### src/rtl/fe_ctrl_pkg.sv
// Shared widths and state encodings for the frequency-estimator sequencer.
package fe_ctrl_pkg;

    localparam int FO_W      = 15;
    localparam int ACC_W     = FO_W + 7;
    localparam int AVG_CNT_W = 8;
    localparam int K_W       = 3;
    localparam int DEC_W     = 4;
    localparam int LAT_W     = 10;
    localparam int WD_W      = LAT_W + 2;

    localparam logic [1:0] ST_IDLE   = 2'd0;
    localparam logic [1:0] ST_WARMUP = 2'd1;
    localparam logic [1:0] ST_RUN    = 2'd2;
    localparam logic [1:0] ST_DRAIN  = 2'd3;

endpackage

### src/rtl/fe_ctrl_if.sv
// Link between the sequencer (master) and the fe datapath (slave).
interface fe_ctrl_if;
    import fe_ctrl_pkg::*;

    logic            o_fe_enable;
    logic            o_fe_valid;
    logic            o_fe_subsampling;
    logic            i_fo_valid;
    logic [FO_W-1:0] i_fo_value;

    modport master (
        output o_fe_enable, o_fe_valid, o_fe_subsampling,
        input  i_fo_valid, i_fo_value
    );

    modport slave (
        input  o_fe_enable, o_fe_valid, o_fe_subsampling,
        output i_fo_valid, i_fo_value
    );

endinterface

### src/rtl/fe_avg_acc.sv
// Averages 2^k signed fo estimates; pulses the floored mean one cycle after the last sample.
module fe_avg_acc
    import fe_ctrl_pkg::*;
(
    input  logic            clk,
    input  logic            rst_sync,
    input  logic            i_clear,
    input  logic            i_in_valid,
    input  logic [FO_W-1:0] i_in_value,
    input  logic [K_W-1:0]  i_k,
    output logic            o_out_valid,
    output logic [FO_W-1:0] o_out_value
);

    logic signed [ACC_W-1:0]     r_acc;
    logic [AVG_CNT_W-1:0]        r_cnt;
    logic                        r_out_valid;
    logic [FO_W-1:0]             r_out_value;

    logic signed [ACC_W-1:0]     w_acc_next;
    logic [AVG_CNT_W-1:0]        w_cnt_next;
    logic [AVG_CNT_W-1:0]        w_target;
    logic [FO_W-1:0]             w_avg;
    logic                        w_done;

    always_comb begin
        w_acc_next = r_acc + {{(ACC_W-FO_W){i_in_value[FO_W-1]}}, i_in_value};
        w_cnt_next = r_cnt + AVG_CNT_W'(1);
        w_target   = AVG_CNT_W'(1) << i_k;
        w_done     = i_in_valid && (w_cnt_next == w_target);
        // Arithmetic shift floors toward minus infinity, then keep the low FO_W bits.
        w_avg      = FO_W'(w_acc_next >>> i_k);
    end

    // A completing sample still publishes even if the run is being torn down this cycle.
    always_ff @(posedge clk) begin
        if (rst_sync) begin
            r_acc       <= '0;
            r_cnt       <= '0;
            r_out_valid <= 1'b0;
            r_out_value <= '0;
        end else begin
            r_out_valid <= w_done;
            if (w_done) begin
                r_out_value <= w_avg;
            end
            if (i_clear || w_done) begin
                r_acc <= '0;
                r_cnt <= '0;
            end else if (i_in_valid) begin
                r_acc <= w_acc_next;
                r_cnt <= w_cnt_next;
            end
        end
    end

    assign o_out_valid = r_out_valid;
    assign o_out_value = r_out_value;

endmodule

### src/rtl/fe_ctrl.sv
// Sequencer and result collector for one fe lane: warm-up, decimated issue,
// in-flight tracking with watchdog, and 2^k averaging of fo estimates.
//   state  | meaning
//   IDLE   | fe disabled, waiting for i_start
//   WARMUP | fe enabled, waiting out its pipeline latency
//   RUN    | forwarding every (decim+1)-th valid strobe to fe
//   DRAIN  | no new issues, waiting for in-flight results
module fe_ctrl
    import fe_ctrl_pkg::*;
#(
    parameter int MAX_OUTST = 8,
    parameter int TO_MARGIN = 16
)(
    input  logic              clk,
    input  logic              rst_sync,
    input  logic              i_start,
    input  logic              i_stop,
    input  logic              i_valid,
    input  logic              i_subsampling,
    input  logic [DEC_W-1:0]  i_decim,
    input  logic [K_W-1:0]    i_avg_log2,
    input  logic [LAT_W-1:0]  i_pipe_lat,
    fe_ctrl_if.master         fe,
    output logic              o_avg_valid,
    output logic [FO_W-1:0]   o_avg_value,
    output logic              o_busy,
    output logic              o_drop,
    output logic              o_err
);

    localparam int OUT_W = $clog2(MAX_OUTST + 1);
    localparam logic [OUT_W-1:0] OUT_MAX = OUT_W'(MAX_OUTST);

    logic [1:0]       r_state;
    logic [DEC_W-1:0] r_decim;
    logic [K_W-1:0]   r_k;
    logic [LAT_W-1:0] r_lat;
    logic             r_sub;
    logic [LAT_W-1:0] r_timer;
    logic [DEC_W-1:0] r_dcnt;
    logic [OUT_W-1:0] r_outst;
    logic [WD_W-1:0]  r_wdog;
    logic             r_fe_valid;
    logic             r_drop;
    logic             r_err;

    logic [1:0]       w_state_next;
    logic [OUT_W-1:0] w_outst_next;
    logic [WD_W-1:0]  w_wd_limit;
    logic             w_fo_acc;
    logic             w_spurious;
    logic             w_wd_reload;
    logic             w_timeout;
    logic             w_sel;
    logic             w_issue;
    logic             w_drop;
    logic             w_avg_clear;

    always_comb begin
        w_fo_acc    = fe.i_fo_valid && (r_outst != '0);
        w_spurious  = fe.i_fo_valid && (r_outst == '0);
        w_wd_reload = (r_fe_valid && (r_outst == '0)) || w_fo_acc;
        w_timeout   = (r_outst != '0) && !w_wd_reload && (r_wdog == '0);
        // Reload two short so the error lands exactly pipe_lat+TO_MARGIN cycles after the reload.
        w_wd_limit  = WD_W'(r_lat) + WD_W'(TO_MARGIN) - WD_W'(2);

        w_outst_next = r_outst;
        if (w_timeout) begin
            w_outst_next = '0;
        end else if (r_fe_valid && !w_fo_acc) begin
            w_outst_next = r_outst + OUT_W'(1);
        end else if (!r_fe_valid && w_fo_acc) begin
            w_outst_next = r_outst - OUT_W'(1);
        end

        // Compare against the post-update count so a pending registered issue is included.
        w_sel   = (r_state == ST_RUN) && !i_stop && i_valid && (r_dcnt == '0);
        w_issue = w_sel && (w_outst_next < OUT_MAX);
        w_drop  = w_sel && !(w_outst_next < OUT_MAX);

        w_state_next = r_state;
        case (r_state)
            ST_IDLE:   if (i_start) w_state_next = ST_WARMUP;
            ST_WARMUP: begin
                if (i_stop)              w_state_next = ST_DRAIN;
                else if (r_timer == '0)  w_state_next = ST_RUN;
            end
            ST_RUN:    if (i_stop) w_state_next = ST_DRAIN;
            ST_DRAIN:  if (w_outst_next == '0) w_state_next = ST_IDLE;
            default:   w_state_next = ST_IDLE;
        endcase

        w_avg_clear = (r_state != ST_IDLE) && (w_state_next == ST_IDLE);
    end

    always_ff @(posedge clk) begin
        if (rst_sync) begin
            r_state    <= ST_IDLE;
            r_decim    <= '0;
            r_k        <= '0;
            r_lat      <= '0;
            r_sub      <= 1'b0;
            r_timer    <= '0;
            r_dcnt     <= '0;
            r_outst    <= '0;
            r_wdog     <= '0;
            r_fe_valid <= 1'b0;
            r_drop     <= 1'b0;
            r_err      <= 1'b0;
        end else begin
            r_state    <= w_state_next;
            r_outst    <= w_outst_next;
            r_fe_valid <= w_issue;
            r_drop     <= w_drop;

            if (w_wd_reload) begin
                r_wdog <= w_wd_limit;
            end else if ((r_outst != '0) && (r_wdog != '0)) begin
                r_wdog <= r_wdog - WD_W'(1);
            end

            if (w_spurious || w_timeout) begin
                r_err <= 1'b1;
            end else if ((r_state == ST_IDLE) && i_start) begin
                r_err <= 1'b0;
            end

            if ((r_state == ST_IDLE) && i_start) begin
                r_decim <= i_decim;
                r_k     <= i_avg_log2;
                r_lat   <= i_pipe_lat;
                r_sub   <= i_subsampling;
                r_timer <= i_pipe_lat;
                r_dcnt  <= '0;
            end

            if ((r_state == ST_WARMUP) && (r_timer != '0)) begin
                r_timer <= r_timer - LAT_W'(1);
            end

            if ((r_state == ST_RUN) && i_valid && !i_stop) begin
                r_dcnt <= (r_dcnt == r_decim) ? '0 : r_dcnt + DEC_W'(1);
            end
        end
    end

    fe_avg_acc u_avg (
        .clk         (clk),
        .rst_sync    (rst_sync),
        .i_clear     (w_avg_clear),
        .i_in_valid  (w_fo_acc),
        .i_in_value  (fe.i_fo_value),
        .i_k         (r_k),
        .o_out_valid (o_avg_valid),
        .o_out_value (o_avg_value)
    );

    assign fe.o_fe_enable      = (r_state != ST_IDLE);
    assign fe.o_fe_valid       = r_fe_valid;
    assign fe.o_fe_subsampling = r_sub;
    assign o_busy              = (r_state != ST_IDLE);
    assign o_drop              = r_drop;
    assign o_err               = r_err;

endmodule

### src/flat_wrapper.sv
// flat-port wrapper written by rule: the top's interface ports become plain ports
module fe_ctrl_flat import fe_ctrl_pkg::*;
#(
    parameter int MAX_OUTST = 8,
    parameter int TO_MARGIN = 16
)
  (clk, rst_sync, i_start, i_stop, i_valid, i_subsampling, i_decim, i_avg_log2, i_pipe_lat, o_avg_valid, o_avg_value, o_busy, o_drop, o_err, fe_o_fe_enable, fe_o_fe_valid, fe_o_fe_subsampling, fe_i_fo_valid, fe_i_fo_value);
  fe_ctrl_if fe_i ();
  input  logic clk;
  input  logic rst_sync;
  input  logic i_start;
  input  logic i_stop;
  input  logic i_valid;
  input  logic i_subsampling;
  input  logic [DEC_W-1:0] i_decim;
  input  logic [K_W-1:0] i_avg_log2;
  input  logic [LAT_W-1:0] i_pipe_lat;
  output logic o_avg_valid;
  output logic [FO_W-1:0] o_avg_value;
  output logic o_busy;
  output logic o_drop;
  output logic o_err;
  output wire logic [$bits(fe_i.o_fe_enable)-1:0] fe_o_fe_enable;
  output wire logic [$bits(fe_i.o_fe_valid)-1:0] fe_o_fe_valid;
  output wire logic [$bits(fe_i.o_fe_subsampling)-1:0] fe_o_fe_subsampling;
  input wire logic [$bits(fe_i.i_fo_valid)-1:0] fe_i_fo_valid;
  input wire logic [$bits(fe_i.i_fo_value)-1:0] fe_i_fo_value;
  assign fe_o_fe_enable = fe_i.o_fe_enable;
  assign fe_o_fe_valid = fe_i.o_fe_valid;
  assign fe_o_fe_subsampling = fe_i.o_fe_subsampling;
  assign fe_i.i_fo_valid = fe_i_fo_valid;
  assign fe_i.i_fo_value = fe_i_fo_value;
  fe_ctrl #(.MAX_OUTST(MAX_OUTST), .TO_MARGIN(TO_MARGIN)) u_core (.clk(clk), .rst_sync(rst_sync), .i_start(i_start), .i_stop(i_stop), .i_valid(i_valid), .i_subsampling(i_subsampling), .i_decim(i_decim), .i_avg_log2(i_avg_log2), .i_pipe_lat(i_pipe_lat), .fe(fe_i), .o_avg_valid(o_avg_valid), .o_avg_value(o_avg_value), .o_busy(o_busy), .o_drop(o_drop), .o_err(o_err));
endmodule
### config.mk
export PLATFORM = sky130hd
export DESIGN_NAME = fe_ctrl_flat
export DESIGN_NICKNAME = d
export VERILOG_FILES = /design/src/rtl/fe_ctrl_pkg.sv /design/src/rtl/fe_ctrl_if.sv /design/src/rtl/fe_avg_acc.sv /design/src/rtl/fe_ctrl.sv /design/src/flat_wrapper.sv
export SDC_FILE = /design/constraint.sdc
export NUM_CORES = 1
export LEC_CHECK = 0
export CAP_MARGIN = 30
export CORE_MARGIN = 5
export CORE_UTILIZATION = 30
export CTS_CLUSTER_DIAMETER = 60
export CTS_CLUSTER_SIZE = 28
export DETAILED_ROUTE_END_ITERATION = 8
export PLACE_DENSITY = 0.53
export SYNTH_ARGS = -nofsm -noshare
export SYNTH_HDL_FRONTEND = slang
export SYNTH_HIERARCHICAL = 1
export SYNTH_SLANG_ARGS = --single-unit
### constraint.sdc
create_clock -name clk -period 3.3 [get_ports clk]
set_clock_uncertainty 0.15 [all_clocks]
set_input_delay 0.495 -clock clk [delete_from_list [all_inputs] [get_ports clk]]
set_output_delay 0.495 -clock clk [all_outputs]
set_load 0.005 [all_outputs]
## Word-level counts from Yosys, hierarchy flattened

Cells that the tools add are included.
Widths: inputs -> output; s select.

| word-level totals | value |
|---|---|
| output and inout port bits | 22 |
| memories kept | 0 |
| latch bits | 0 |
| register bits | 99 |
| word-level logic and storage cells | 94 |
| bits in writable memories | 0 |
| bits in read-only memories | 0 |
| input bits | 39 |

| cells by class | value |
|---|---|
| reduce and logical (&&, ||, !) cells | 43 |
| muxes and demuxes | 18 |
| magnitude comparators | 1 |
| $mul | 0 |
| $add $sub $neg | 9 |
| bitwise gates (word level) | 0 |
| divide/modulo/power cells | 0 |
| equal/unequal tests | 5 |
| shifts and indexed selects | 2 |

Operators by type and width:

| cell | number |
|---|---|
| $mux 12 | 2 |
| $mux 4 | 6 |
| $add 22x22->22 | 1 |
| $sshr 22x3->15 | 1 |
| $mux 10 | 2 |
| $logic_and 1x1->1 | 19 |
| $logic_not 12->1 | 1 |
| $logic_not 4->1 | 3 |
| $reduce_bool 12->1 | 1 |
| $sub 12x1->12 const B | 1 |
| $sub 12x2->12 const B | 1 |
| $add 10x5->11 const B | 1 |
| $logic_not 10->1 | 1 |
| $mux 2 | 5 |
| $reduce_bool 10->1 | 1 |
| $reduce_bool 2->1 | 5 |
| $sub 10x1->10 const B | 1 |
| $add 4x1->4 const B | 2 |
| $add 8x1->8 const B | 1 |
| $eq 8x8->1 | 1 |
| $pmux 2 s4 | 1 |
| $shl 1x3->8 const A | 1 |
| $logic_not 1->1 | 5 |
| $eq 2x2->1 const B | 2 |
| 9 further kinds | 13 |

## Depth between registers and ports, before layout

Gate-level depths: netlist of run 1.

| logic depth | value |
|---|---|
| word-level depth | 14 |
| depth in mapped cells | 12 |
| depth with buffers taken out | 11 |

## Hierarchy

The synthesis of run 1 kept the hierarchy.

Modules (own cells, without submodules):

| module | area an instance (µm²) | sequential area each (µm²) | cells each | instances |
|---|---|---|---|---|
| fe_avg_acc | 3833.7 | 920.9 | 464 | 1 |
| fe_ctrl | 2901.5 | 1061.0 | 358 | 1 |

## Least setup slack after synthesis of run 1

No wires, ideal clock.

| timing | value |
|---|---|
| path type | input-to-reg |
| from | input port fe_i_fo_value[0] |
| to | register u_core.u_avg.r_out_value[13], in the netlist u_core/u_avg/o_out_value[13] |
| stages on the path | 11 |
| setup slack | 0.267 ns |
| required time | 3.019 ns |
| library setup time | 0.131 ns |
| buffers on the path | 0 |
| arrival | 2.752 ns |
| path through | ha_1 inv_1 fa_1 nand2b_1 a21oi_2 o21a_1 nor3_1 or3b_4 mux4_2 a32oi_1 o211ai_1 |

| on the way | value |
|---|---|
| word-level cells in the longest chain between the ends | 2 |

Ends and longest elaborated chain:

| element | line | text |
|---|---|---|
| from (decl) | flat_wrapper.sv:27 | `input wire logic [$bits(fe_i.i_fo_value)-1:0] fe_i_fo_value;` |
| $add 22x22->22 | fe_avg_acc.sv:27 | `w_acc_next = r_acc + {{(ACC_W-FO_W){i_in_value[FO_W-1]}}, i_in_value};` |
| $sshr 22x3->15 | fe_avg_acc.sv:32 | `w_avg = FO_W'(w_acc_next >>> i_k);` |
| to (signal assigned) | fe_avg_acc.sv:45 | `r_out_value <= w_avg;` |
| to (decl) | fe_avg_acc.sv:18 | `logic [FO_W-1:0] r_out_value;` |

Every way passes these cells.
A chain may end at the register's enable or synchronous reset.

## Worst setup path after layout of run 1

Ends and elaborated chain as after synthesis.

==> reports/results.tsv, run 1 <==
stage	metric	value	unit
floorplan	dieHeight	159.8	µm
finish	diodes	0	
cts	clock-sinks	99	
detailed_routing	detail_route.iter0.violations	263	
floorplan	start_util	0.3067	
yosys	synth-simple-area-share	0.2474	
cts	htreeDepth	3	
global_route	overflow	0	
finish	nets	1010	
yosys	yosysUniqueCellTypes	95	
sta	fmax	312.6	MHz
yosys	synth_edf_count	0	
floorplan	dieArea	25550	µm²
placement	port_buffers	60	
power_and_ir_drop	power_density	787.9	nW/µm²
finish	final_util	0.3890	
yosys	yosysSeqAreaShare	0.2943	
cts	cts.reportedPaths.clkPinSlew	0.08	ns
placement	dp_hpwl	14.31	mm
critical_path	worst_setup_path_end_kind	flip-flop	
yosys	synthArstFlopShare	0	
global_route	grt_pass1_vias	6090	
detailed_routing	wl	18.69	mm
cts	tritoncts	built	
detailed_routing	vias_per_cell	5.104	
run_status	status	finished, final reports clean	
global_route	grt_pass1_wl	31.14	mm
floorplan	core_area	21960	µm²
placement	gp_congestion	0.8598	
power_and_ir_drop	peakVddDrop	0.3248	mV
cts	postCtsHoldBufs	0	
yosys	yosysWarnings	6	
yosys	synth_top_cell_area_share	0.2943	
sta	setup_viol	0	
yosys	synth_fa_ha_area_frac	0.05870	
critical_path	crit_fanout	5	
global_route	grt_antenna_before_repair	0	
global_route	track_usage	0.1455	
cts	cts_buffer_depth	2	
cts	clkLatencyLatePin	0.36	ns
yosys	synthMuxAreaShare	0.08007	
yosys	ys.flop_type	dfxtp_1	
detailed_routing	first_pass_iters	4	
sta	rsz0062_at_grt	false	
power_and_ir_drop	leakagePower	3.311	nW
cts	root_buffer	clkbuf_16	
sta	finalHoldViolCount	0	
critical_path	startpoint_type	input pin	
min_path	worstHoldPathType	flip-flop to flip-flop	
sta	fin_crit_sh	0.9693	
detailed_routing	dr_total_vias	6253	
critical_path	r2r_setup_slack	0.28	ns
yosys	synthTopCellsByCount	107 x nand2_1, 99 x dfxtp_1, 74 x nor2_1	
detailed_routing	post_drt_wl_per_cell	15.26	µm
yosys	synth_compound_area_frac	0.2082	
critical_path	cp.required	3.38	ns
cts	numCtsBuffers	9	
floorplan	rows	54	
global_route	grt_max_degree	34	
run	cap_violations	0	
yosys	synth_top_cell_by_area	dfxtp_1	
sta	tightest_slew	0.7411	ns
yosys	syn-mean-instance-area	8.194	µm²
yosys	synth-seq-cells	99	
sta	relSlewSlack	0.5026	
critical_path	worst_ep_arrival_time	3.28	ns
critical_path	worstSetupPathType	input pin to flip-flop	
yosys	synth.area.top_cells	dfxtp_1 29%, nand2_1 6.0%, ha_1 5.6%	
yosys	synth_nets	892	
floorplan	io_pins	61	
detailed_routing	ant_nets	0	
sta	fin_crit	3.199	ns
finish	syn_to_final_growth	26.83	%
yosys	synth_top_family_by_area	simple AND/OR/NAND/NOR gates	
sta	maxSlewViolCount	0	
yosys	synth_cells	822	
sta	setup_tns	0	ns
detailed_routing	drc	0	
yosys	synth_xor_area_frac	0.06576	
floorplan	die_w	159.8	µm
yosys	synth_area	6735	µm²
finish	drive_gt1_frac	0.1683	
yosys	synth_most_common_cell	nand2_1	
-- stage by stage --
stage | hold slack (ns) | setup slack (ns) | power [W] | cell area [µm²] | cells
after floorplan | 0.2832 | 0.2669 | 0.004193 | 6735 | 822
after global placement | 0.2870 | -0.4075 | 0.005611 | 8187 | 1209
after detailed placement | 0.2826 | -0.4415 | 0.005622 | 8187 | 1209
after CTS | 0.2929 | 0.02742 | 0.006742 | 8499 | 1225
after global routing | 0.3152 | 0.004585 | 0.007257 | 8542 | 1225
final | 0.2901 | 0.1013 | 0.006731 | 8542 | 1225
-- cell type report --
| class | instances | area (µm²) |
|---|---|---|
| fillers | 2268 | 13420 |
| clock inverters | 6 | 56.30 |
| well taps | 280 | 350.3 |
| inverters | 33 | 123.9 |
| multi-input cells | 647 | 4507 |
| repair buffers | 150 | 1284 |
| flip-flops and latches | 99 | 1982 |
| clock buffers | 10 | 239.0 |
-- routing by layer --
layer	up-vias	GRT usage	part of all wire
met5	-	0	0
met4	0	0.03715	0.0096
met3	11	0.02861	0.045
met2	104	0.2307	0.45
met1	2890	0.2038	0.50
li1	3248	-	-
-- flip-flops by register name, indices dropped and copies added, names as in the netlist --
register / flops
u_core/u_avg/r_cnt: 8
u_core/r_timer: 10
u_core/r_k: 3
u_core/fe.o_fe_subsampling: 1
u_core/r_dcnt: 4
u_core/r_outst: 4
u_core/r_wdog: 12
u_core/o_drop: 1
u_core/u_avg/r_acc: 22
u_core/u_avg/o_out_value: 15
u_core/u_avg/o_out_valid: 1
u_core/r_lat: 10
u_core/r_decim: 4
u_core/r_state: 2
u_core/fe.o_fe_valid: 1
u_core/o_err: 1
-- report_power, final --
part | total, W | switching [W] | internal [W]
sequential | 0.00175 | 0.000263 | 0.00149
combinational | 0.00390 | 0.00204 | 0.00187
clock | 0.00108 | 0.000528 | 0.000549
total | 0.00673 | 0.00283 | 0.00390
-- repair_timing --
| action | CTS | global route |
|---|---|---|
| pin swaps | 2 | 7 |
| endpoints found under the setup margin | 8 | 14 |
| gates resized for setup | 3 | 10 |
| endpoints found under the hold margin | 0 | 0 |
| setup buffers | 0 | 0 |
-- critical path: stages --
cell and delay, ns:
clkdlybuf4s50_1 0.49, ha_4 0.16, inv_1 0.05, fa_2 0.34
nand2b_4 0.16, a21oi_4 0.17, o21a_1 0.18, nor3_1 0.06
or3b_4 0.41, mux4_2 0.50, a32oi_1 0.17, o211ai_1 0.10
-- cells in the final DEF (no fill, tap or decap), drive strengths merged, types with 16 or more instances in the layout --
| master | n |
|---|---|
| clkdlybuf4s50 | 59 |
| nor3 | 21 |
| mux2i | 28 |
| dfxtp | 99 |
| nand3 | 19 |
| buf | 91 |
| a21oi | 54 |
| nor2 | 75 |
| xor2 | 21 |
| nand2 | 107 |
| xnor2 | 27 |
| nor2b | 16 |
| a31oi | 17 |
| o21ai | 35 |
| ha | 30 |
| inv | 35 |
-- cells by family after synthesis --
family          after synthesis
compound gates              202
xor+xnor                     49
fa+ha+maj                    31
buf+inv                      76
flops                        99
mux                          40
simple gates                325
-- path summary, 6_finish.rpt --
path / cells past startpoint / endpoint / from
worst min-delay path: 2 / u_core/u_avg/o_out_value[8] / u_core/u_avg/o_out_value[8]
worst min register to register: 2 / u_core/u_avg/o_out_value[8] / u_core/u_avg/o_out_value[8]
worst max register to register: 11 / u_core/u_avg/o_out_value[14] / u_core/r_outst[0]
worst max-delay path: 12 / u_core/u_avg/o_out_value[13] / fe_i_fo_value[0]
Power figures use the tool's default switching activity.
==> run 2, diff against run 1 <==
- ABC_CLOCK_PERIOD_IN_PS: unset -> 3300
==> results of run 2 <==
Final layout, timing and power as in run 1 (identical DEF).
==> run 3, diff against run 2 <==
- CORE_UTILIZATION: 30 -> 59
- PLACE_DENSITY: 0.53 -> 0.87
==> run 3 against run 2 <==
Effect of this change:
- critical path depth decreased by 1
- final cell count down 12%
- sequential cell count is the same
==> reports/results.tsv, run 3 (synthesized netlist as in run 1, its figures left out) <==
stage	metric	value	unit
sta	fmax	310.5	MHz
finish	layout_commonest_cell	nand2_1	
run_status	status	finished, final reports clean	
critical_path	crit_chain	clkdlybuf4s50_1 > inv_1 > fa_2 > nand2b_4 > a21oi_4 > buf_4 > o21ai_1 > a31oi_2 > xor2_2 > mux4_2 > a221o_1	
floorplan	die_w	116.8	µm
critical_path	worst_ep_arrival_time	3.31	ns
sta	setup_slack	0.07975	ns
global_route	grt_pass1_vias	6214	
cts	cts_buffer_depth	2	
power_and_ir_drop	peakVddDrop	0.5849	mV
critical_path	worst_path_max_delay_cell	clkdlybuf4s50_1	
sta	finalHoldViolCount	0	
detailed_routing	first_pass_iters	6	
placement	place_ws	-0.4308	ns
power_and_ir_drop	power_density	823.7	nW/µm²
detailed_routing	detail_route.iter0.violations	755	
run	cap_violations	0	
detailed_routing	dr_total_vias	6847	
sta	setup_viol	0	
sta	relSlewSlack	0.3750	
global_route	overflow	0	
critical_path	worst_setup_path_end_kind	flip-flop	
finish	syn_to_final_growth	23.76	%
global_route	grt_antenna_before_repair	0	
floorplan	rows	39	
finish	final_util	0.7363	
sta	tightest_slew	0.9353	ns
power_and_ir_drop	fin_total_pwr	0.006866	W
sta	fin_crit_sh	0.9758	
global_route	grt_max_degree	50	
critical_path	max_stage_delay	0.53	ns
finish	diodes	0	
placement	dp_hpwl	13.12	mm
detailed_routing	vias_per_cell	6.334	
critical_path	startpoint_type	input pin	
finish	num-fill-cells	799	
cts	clock-sinks	99	
floorplan	dieArea	13650	µm²
sta	maxSlewViolCount	0	
min_path	worstHoldPathType	flip-flop to flip-flop	
placement	port_buffers	60	
critical_path	cp.required	3.39	ns
finish	finalNonFillerCells	1081	
power_and_ir_drop	leakagePower	3.289	nW
finish	largest_reg_flops	22	
global_route	grt_pass1_wl	29.82	mm
detailed_routing	wl	18.62	mm
floorplan	start_util	0.5949	
cts	tritoncts	built	
sta	hold_ws	0.2905	ns
placement	post-place-cells	1064	
global_route	track_usage	0.2718	
cts	htreeDepth	3	
detailed_routing	post_drt_wl_per_cell	17.22	µm
critical_path	crit_fanout	5	
cts	numCtsBuffers	9	
detailed_routing	drc	0	
finish	drive_gt1_frac	0.1652	
critical_path	worst-path-buf-inv	3	
sta	fin_crit	3.220	ns
detailed_routing	ant_nets	0	
cts	cts.reportedPaths.clkPinSlew	0.07	ns
finish	regMostFlops	u_core/u_avg/r_acc	
floorplan	dieHeight	116.8	µm
critical_path	path_delay_family	compound AO/OA/AOI/OAI gates	
floorplan	io_pins	61	
finish	nets	1003	
critical_path	worstSetupPathType	input pin to flip-flop	
cts	root_buffer	clkbuf_16	
floorplan	core_area	11320	µm²
placement	gp_congestion	0.9484	
cts	clkLatencyLatePin	0.36	ns
finish	final_cell_mix	107 x nand2_1, 99 x dfxtp_1, 82 x buf_4, 74 x nor2_1, 58 x clkdlybuf4s50_1	
sta	rsz0062_at_grt	true	
[run 3: repair_timing]
action                                  CTS  global route
endpoints found under the setup margin    9            14
resized for setup                         3            15
setup buffers                             0             1
pin swaps                                 2             4
hold buffers                              0             0
[run 3: final cells by class]
cell class,instances,area (µm²),area share
Clock inverter,7,80.08,0.009607
Sequential cell,99,1982,0.2378
Clock buffer,9,225.2,0.02702
Inverter,33,123.9,0.01486
Tap cell,143,178.9,0.02147
Timing Repair Buffer,143,1234,0.1480
Multi-Input combinational cell,647,4512,0.5413
[run 3: path summary, 6_finish.rpt]
kind | slack [ns] | startpoint | to | cells after the start
max reg2reg | 0.33 | u_core/r_outst[1] | u_core/u_avg/r_acc[1] | 11
max | 0.08 | fe_i_fo_value[1] | u_core/u_avg/o_out_value[10] | 11
min | 0.29 | u_core/u_avg/o_out_value[7] | u_core/u_avg/o_out_value[7] | 2
min reg2reg | 0.29 | u_core/u_avg/o_out_value[7] | u_core/u_avg/o_out_value[7] | 2
[run 3: stage by stage]
step	setup TNS (ns)	instance area, µm²
floorplan	0	6735
global placement	-4.320	7948
detailed placement	-5.303	7955
CTS	0	8278
global route	-0.008446	8335
finish	0	8335
[run 3: worst min-delay path: stages, from the launching register on]
cell and delay, ns:
dfxtp_1 0.31, nand2_1 0.05, nand2_1 0.04
[run 3: where the power goes]
| part | internal [W] | total [W] | switching [W] |
|---|---|---|---|
| logic | 0.00185 | 0.00402 | 0.00217 |
| registers | 0.00149 | 0.00174 | 0.000249 |
| clock network | 0.000601 | 0.00111 | 0.000511 |
| total | 0.00394 | 0.00687 | 0.00293 |
[run 3: metal layers]
layer	routed length (µm)	global-route usage	vias up
li1	-	-	3226
met1	7935	0.3693	3268
met2	8883	0.4372	318
met3	1455	0.04781	35
met4	343	0.09557	0
met5	0	0	-
